## config.mk

```make
export PLATFORM = sky130hd
export DESIGN_NAME = vga_plot_queue
export DESIGN_NICKNAME = d
export VERILOG_FILES = /design/src/rtl/vga_plot_pkg.sv /design/src/rtl/plot_fifo.sv /design/src/rtl/vga_plot_queue.sv
export SDC_FILE = /design/constraint.sdc
export NUM_CORES = 1
export LEC_CHECK = 0
export CAP_MARGIN = 20
export CORE_MARGIN = 1.5
export CORE_UTILIZATION = 51
export CTS_CLUSTER_DIAMETER = 50
export CTS_CLUSTER_SIZE = 30
export DETAILED_ROUTE_END_ITERATION = 8
export GPL_ROUTABILITY_DRIVEN = 0
export PLACE_DENSITY_LB_ADDON = 0.12
export SETUP_SLACK_MARGIN = 0.2
export SLEW_MARGIN = 20
export SYNTH_ARGS = -nofsm -noshare
export SYNTH_HDL_FRONTEND = slang
export SYNTH_SLANG_ARGS = --single-unit
```

## constraint.sdc

```tcl
create_clock -name clk -period 6.65 [get_ports clk]
set_input_delay 1.6625 -clock clk [delete_from_list [all_inputs] [get_ports clk]]
set_output_delay 1.6625 -clock clk [all_outputs]
set_load 0.01 [all_outputs]
```

## src/rtl/vga_plot_pkg.sv

```systemverilog
// Shared VGA pixel types and screen geometry for the drawing blocks
// (circle, fillscreen, plot queue).
package vga_plot_pkg;

    localparam int SCREEN_W = 160;
    localparam int SCREEN_H = 120;

    typedef struct packed {
        logic [7:0] x;
        logic [6:0] y;
        logic [2:0] colour;
    } plot_t;

    // Signed bounds test: the drawer emits raw octant points that may fall off-screen.
    function automatic logic on_screen(input logic signed [8:0] x, input logic signed [7:0] y);
        return (int'(x) >= 0) && (int'(x) < SCREEN_W) && (int'(y) >= 0) && (int'(y) < SCREEN_H);
    endfunction

endpackage

```

## src/rtl/plot_fifo.sv

```systemverilog
// Synchronous FIFO of plot_t entries with occupancy-derived full/empty flags.
// The read data is the current head entry, shown combinationally.
module plot_fifo
    import vga_plot_pkg::*;
#(
    parameter int DEPTH = 8
) (
    input  logic  clk,
    input  logic  rst_n,
    input  logic  push,
    input  plot_t din,
    input  logic  pop,
    output plot_t dout,
    output logic  full,
    output logic  empty
);

    localparam int PTR_W = (DEPTH > 1) ? $clog2(DEPTH) : 1;
    localparam int CNT_W = PTR_W + 1;

    plot_t            mem [DEPTH];
    logic [PTR_W-1:0] wr_ptr;
    logic [PTR_W-1:0] rd_ptr;
    logic [CNT_W-1:0] count;

    logic do_push;
    logic do_pop;

    assign do_push = push && !full;
    assign do_pop  = pop && !empty;

    assign full  = (count == CNT_W'(DEPTH));
    assign empty = (count == '0);
    assign dout  = mem[rd_ptr];

    // NOTE: storage has no reset; contents are only read once the count says they are valid,
    // so resetting the array would just cost a wide reset net for nothing.
    always_ff @(posedge clk) begin
        if (do_push) begin
            mem[wr_ptr] <= din;
        end
    end

    // NOTE: sequential state uses non-blocking assignments so every register samples
    // pre-edge values, independent of statement order.
    always_ff @(posedge clk or negedge rst_n) begin
        if (!rst_n) begin
            wr_ptr <= '0;
            rd_ptr <= '0;
            count  <= '0;
        end else begin
            if (do_push) begin
                wr_ptr <= wr_ptr + PTR_W'(1);
            end
            if (do_pop) begin
                rd_ptr <= rd_ptr + PTR_W'(1);
            end
            case ({do_push, do_pop})
                2'b10:   count <= count + CNT_W'(1);
                2'b01:   count <= count - CNT_W'(1);
                default: count <= count;
            endcase
        end
    end

endmodule

```

## src/rtl/vga_plot_queue.sv

```systemverilog
// Clips signed plot requests to the VGA window, buffers visible pixels and
// streams them to the adapter, reporting frame completion once drained.
module vga_plot_queue
    import vga_plot_pkg::*;
#(
    parameter int DEPTH = 8,
    parameter int CNT_W = 16
) (
    input  logic             clk,
    input  logic             rst_n,
    input  logic             in_valid,
    output logic             in_ready,
    input  logic [8:0]       in_x,
    input  logic [7:0]       in_y,
    input  logic [2:0]       in_colour,
    input  logic             in_done,
    input  logic             out_stall,
    output logic [7:0]       vga_x,
    output logic [6:0]       vga_y,
    output logic [2:0]       vga_colour,
    output logic             vga_plot,
    output logic             all_done,
    output logic [CNT_W-1:0] clipped_count,
    output logic             empty,
    output logic             full
);

    logic  visible;
    logic  handshake;
    logic  push;
    logic  pop;
    logic  done_pending;
    plot_t wr_data;
    plot_t head;

    assign visible   = on_screen($signed(in_x), $signed(in_y));
    assign in_ready  = !full;
    assign handshake = in_valid && in_ready;
    assign push      = handshake && visible;
    assign pop       = !out_stall && !empty;

    assign wr_data.x      = in_x[7:0];
    assign wr_data.y      = in_y[6:0];
    assign wr_data.colour = in_colour;

    plot_fifo #(
        .DEPTH (DEPTH)
    ) u_fifo (
        .clk   (clk),
        .rst_n (rst_n),
        .push  (push),
        .din   (wr_data),
        .pop   (pop),
        .dout  (head),
        .full  (full),
        .empty (empty)
    );

    always_ff @(posedge clk or negedge rst_n) begin
        if (!rst_n) begin
            vga_x         <= '0;
            vga_y         <= '0;
            vga_colour    <= '0;
            vga_plot      <= 1'b0;
            clipped_count <= '0;
            done_pending  <= 1'b0;
        end else begin
            vga_plot <= pop;
            if (pop) begin
                vga_x      <= head.x;
                vga_y      <= head.y;
                vga_colour <= head.colour;
            end
            if (handshake && !visible && (clipped_count != '1)) begin
                clipped_count <= clipped_count + CNT_W'(1);
            end
            // in_done wins over a same-cycle handshake so done lands after that pixel.
            if (in_done) begin
                done_pending <= 1'b1;
            end else if (handshake) begin
                done_pending <= 1'b0;
            end
        end
    end

    assign all_done = done_pending && empty && !vga_plot;

endmodule
```

Yosys cells after proc, flatten, opt, wreduce, memory -nomap -nowiden
Memory sizes are Yosys's and may differ from the RTL's. A register that Yosys moved wholly into a read port is not among the register bits. Index checks and enable logic that the tools add are counted.

Bits in registers: 28. RAM bits: 144. Bits of input ports: 25. Output and inout bits: 39. Word-level logic and storage cells: 46. Memories: 1.

Memories: u_fifo.mem (depth 8, bits a word 18, rd ports 1, clocked after memory_dff 1, write ports 1, line plot_fifo.sv:21) `plot_t mem [DEPTH];`.

Add/sub/neg operators: 5. Magnitude comparators: 4. Equality and inequality tests: 4. Mux-type cells: 5. Reductions and logical operators: 21.

Operators by type and width (number): $add A16 B1 Y16 const B (1); $ne A16 B16 Y1 const B (1); $logic_and A1 B1 Y1 (12); $ge A9 B1 Y1 const B (1); $lt A9 B9 Y1 const B (1); $ge A8 B1 Y1 const B (1); $lt A8 B8 Y1 const B (1); $pmux W4 S2 (1); $add A3 B1 Y3 const B (2); $logic_not A1 Y1 (6); $add A4 B1 Y4 const B (1); $eq A4 B4 Y1 const B (1); $logic_not A4 Y1 (1); $mux W1 (4); $reduce_bool A2 Y1 (2); $sub A4 B1 Y4 const B (1); $eq A2 B1 Y1 const B (1); $eq A2 B2 Y1 const B (1).

Depth between registers and ports, before layout
Depth after elaboration: 8. Mapped depth: 13. Mapped depth without buffers: 12.

Hierarchy
Synthesis repeated with hierarchy kept, for this count alone.

Cell total of the unflattened synthesis: 402. Area total of the unflattened synthesis: 7737.4 um2.

Modules (own cells, without submodules): plot_fifo (instances 1, cells an instance 275, area each 6153.4 um2, sequential area each 4574.4 um2); vga_plot_queue (instances 1, cells an instance 127, area each 1584.0 um2, sequential area each 900.9 um2).

Least setup slack after synthesis
OpenSTA, ideal clock, no wires.

Path kind: input to register. Start: in in_x[5]. End: mem u_fifo.mem[0][0] (netlist name) (enable). Setup time: 0.439 ns. Data arrival time: 4.065 ns. Data required time: 6.211 ns. Path slack: 2.146 ns. Stages on the path: 4. Buffers on the path: 0. Cells stage by stage: o21ai_0 -> and3_1 -> nand2_1 -> nor4_1.

Word-level cells in the longest chain between the ends: 8. Elaborated cells between the ends (all ways): 9. Those cells by class: 2 x order compare; 2 x mux; 5 x reduce/logical.

Ends and longest elaborated chain: start, declared (line vga_plot_queue.sv:13) `input logic [8:0] in_x,`; $ge A9 B1 Y1 or $lt A9 B9 Y1 (tied branches) (line vga_plot_pkg.sv:16) `return (int'(x) >= 0) && (int'(x) < SCREEN_W) && (int'(y) >= 0) && (int'(y) < SCREEN_H);`; $logic_and A1 B1 Y1 (*) (3 in a row) (line vga_plot_pkg.sv:16); $logic_and A1 B1 Y1 (*) (line vga_plot_queue.sv:39) `assign push = handshake && visible;`; $logic_and A1 B1 Y1 (*) (line plot_fifo.sv:29) `assign do_push = push && !full;`; $mux W1 (*) (line plot_fifo.sv:39) `if (do_push) begin`; $mux W1 (not written as such) (*) (line plot_fifo.sv:40) `mem[wr_ptr] <= din;`; end, declared (line plot_fifo.sv:21).

Every way passes the cells marked *; elsewhere a longest branch is shown, timed or not.

Worst setup path in the final report
Start: reg u_fifo.count[1]. End: out all_done.

Word-level cells in the longest chain between the ends: 3.

Ends and longest elaborated chain: start, declared (line plot_fifo.sv:24) `logic [CNT_W-1:0] count;`; start signal, assigned (line plot_fifo.sv:59) `2'b10: count <= count + CNT_W'(1);`; start signal, assigned (line plot_fifo.sv:60) `2'b01: count <= count - CNT_W'(1);`; start signal, assigned (line plot_fifo.sv:61) `default: count <= count;`; $logic_not A4 Y1 (line plot_fifo.sv:33) `assign empty = (count == '0);`; $logic_and A1 B1 Y1 (2 in a row) (line vga_plot_queue.sv:86) `assign all_done = done_pending && empty && !vga_plot;`; end, declared (line vga_plot_queue.sv:22) `output logic all_done,`.

Every way passes these cells.

==> out/metrics.cfg <==
[clock_network]
htree_levels = 4
insertion_delay_ns = 0.43
hold_buffers = 0
path_clk_slew_ns = 0.06
clockBufferDepth = 2
cts_tree = built
clock_sinks = 190
cts_root_buffer = clkbuf_16
cts_setup_buffers = 0
cts_buffers = 17
cts_resized = 0

[yosys]
synth_edf_count = 144
synth_common_cells = edfxtp_1 (144), dfrtp_1 (46), mux4_2 (36)
ys_warn_count = 0
synth_top_area_cell = edfxtp_1
async_flop_share_pct = 24.2
avgSynthCellArea_um2 = 18.6
ys_top_cells_by_area = edfxtp_1 (57%), dfrtp_1 (15%), mux4_2 (11%)
synth_most_common_cell = edfxtp_1
syn-instance-count = 409
synth_ff_type = edfxtp_1
synth.distinct_cells = 40
synth_seq_cells = 190
synthesis.nets = 440
syn_area_um2 = 7590
ys_seq_area_share_pct = 72.1
synth_top_area_share_pct = 57.0

[grt]
grt_overflow = 0
grt_util_met2_pct = 31.0
globalRouteTotalUtil_pct = 18.9
grt_pass1_wl_um = 21700
grt_max_degree = 47
antenna_found_initial = 0
busiest_layer = met2
grt_pass1_vias = 4049
met3_usage_pct = 4.96
use_met1_pct = 24.5

[run_status]
status = finished clean

[setup_path]
required_ns = 4.99
reg2reg_to = u_fifo.count[2]
criticalPathCategory = reg2out
slowest_delay_ns = 0.64
regToRegSetupSlack_ns = 3.82
slowest_stage = nor4_1
crit_fanout = 8
reg2reg_depth = 9
startpoint_type = flip-flop
cp-end-kind = output port
worstReg2RegStart = u_fifo.count[1]
crit_arrival_ns = 2.36
path_cells = nor4_1 -> nor3b_1 -> clkdlybuf4s50_1

[final_layout]
fillers = 1076
antenna_cells = 0
drive_gt1_share_pct = 20.3
stdcell_count = 681
syn_to_final_growth_pct = 19.5
fin_util_pct = 62.4
nets = 515

[timing]
fmax_mhz = 249
fin_setup_tns_ns = 0
clock-skew-final_ns = 0.0149
hold_viol_final = 0
setup-violations-final = 0
tightestPinTransition_ns = 1.03
drv_slew = 0
finalCritPeriodShare_pct = 60.5
fin_crit_ns = 4.02
worst_slew_margin_rel_pct = 31.5
rsz0062_at_grt = false

[die]
start_util_pct = 52.2
rows = 44
die_x_um = 125
core_um2 = 14500
fp.dieArea_um2 = 15600
io_pins = 64
dieHeight_um = 125

[detailed_routing]
drt-vias-per-instance = 5.71
drt_iter0_markers = 204
wl_per_cell_um = 20.3
detail-route-antenna-nets = 0
vias = 3887
drt_wl_total_um = 13900
drcViolationCount = 0
first_pass_iters = 4

[placement]
port_buffers = 63
place_hpwl_um = 8070
dpl.cell_count = 649

[power]
leakagePower_nw = 3.14
ir_worst_vdd_mv = 0.208
power_density_nw_per_um2 = 391

[worst_hold_path]
worstHoldEndpoint = clipped_count[11]
hold-path-cell-count = 1
holdCritPathClass = reg2reg
holdCritStartpoint = clipped_count[11]

[flow_run]
cap_violations = 0

==> worst max-delay path by stage <==
stage,start,end,slack (ns)
3_3_place_gp,in_x[5],u_fifo.count[3],2.35
4_1_cts,u_fifo.count[1],all_done,2.61
2_1_floorplan,in_x[5],u_fifo.mem[0][0],2.15
5_1_grt,u_fifo.count[1],all_done,2.41
6_report,u_fifo.count[1],all_done,2.63
3_5_place_dp,in_y[4],u_fifo.count[2],2.27
==> power breakdown <==
part / switching (mW) / internal, mW
logic: 0.383 / 0.524
registers: 0.190 / 1.42
clock network: 0.406 / 0.625
total: 0.979 / 2.57
==> registers in the layout (all words and copies together), names as in the netlist <==
register and flops:
vga_plot 1, u_fifo.mem 144, clipped_count 16, vga_y 7
u_fifo.wr_ptr 3, u_fifo.count 4, vga_x 8, u_fifo.rd_ptr 3
done_pending 1, vga_colour 3
==> metrics by stage <==
step	area [um2]	power (mW)	hold WS, ns	setup slack, ns
floorplan	7590	2.19	0.482	2.15
global placement	8470	2.54	0.471	2.35
detailed placement	8470	2.55	0.478	2.27
CTS	9070	3.59	0.486	2.61
global route	9070	3.71	0.503	2.41
finish	9070	3.55	0.478	2.63
==> metal layers <==
metal	wire length, um	vias up	share of wire, %
li1	-	1767	-
met1	5970	1999	43
met2	7090	101	51
met3	545	20	3.9
met4	253	0	1.8
met5	0	-	0
==> final cells by class <==
class | count | area [um2] | area share [%]
flip-flops and latches | 190 | 5480 | 60.4
multi-input cells | 195 | 2030 | 22.3
repair buffers | 75 | 716 | 7.89
clock buffers | 20 | 437 | 4.81
well taps | 184 | 230 | 2.54
clock inverters | 12 | 169 | 1.86
inverters | 5 | 18.8 | 0.207
==> worst max-delay path, delay by kind of cell (launching register included) <==
kind          cells  cell delay, ns
simple gates      2            0.90
buf+inv           1            0.57
flops             1            0.46
==> cell usage in the layout, fill, tap and decap left out, types with 5 or more instances in the layout <==
cell type,count
edfxtp_1,144
clkdlybuf4s50_1,62
dfrtp_1,45
mux4_2,36
nor2_1,24
a21oi_1,21
xor2_1,18
mux2i_1,18
clkbuf_16,17
buf_4,12
nand3_1,9
nand2_1,8
a211oi_2,8
ha_1,6
and3_1,5
==> kinds of logic after synthesis <==
group                    Yosys count  synth area share, %
flip-flops                       190                 72.1
AND/OR/NAND/NOR                   69                 4.62
adder cells (fa/ha/maj)            6                0.989
buffers and inverters             24                 1.62
multiplexers                      58                 13.6
AO/OA/AOI/OAI                     40                 4.47
XOR/XNOR                          22                 2.54
Power figures use the tool's default switching activity.
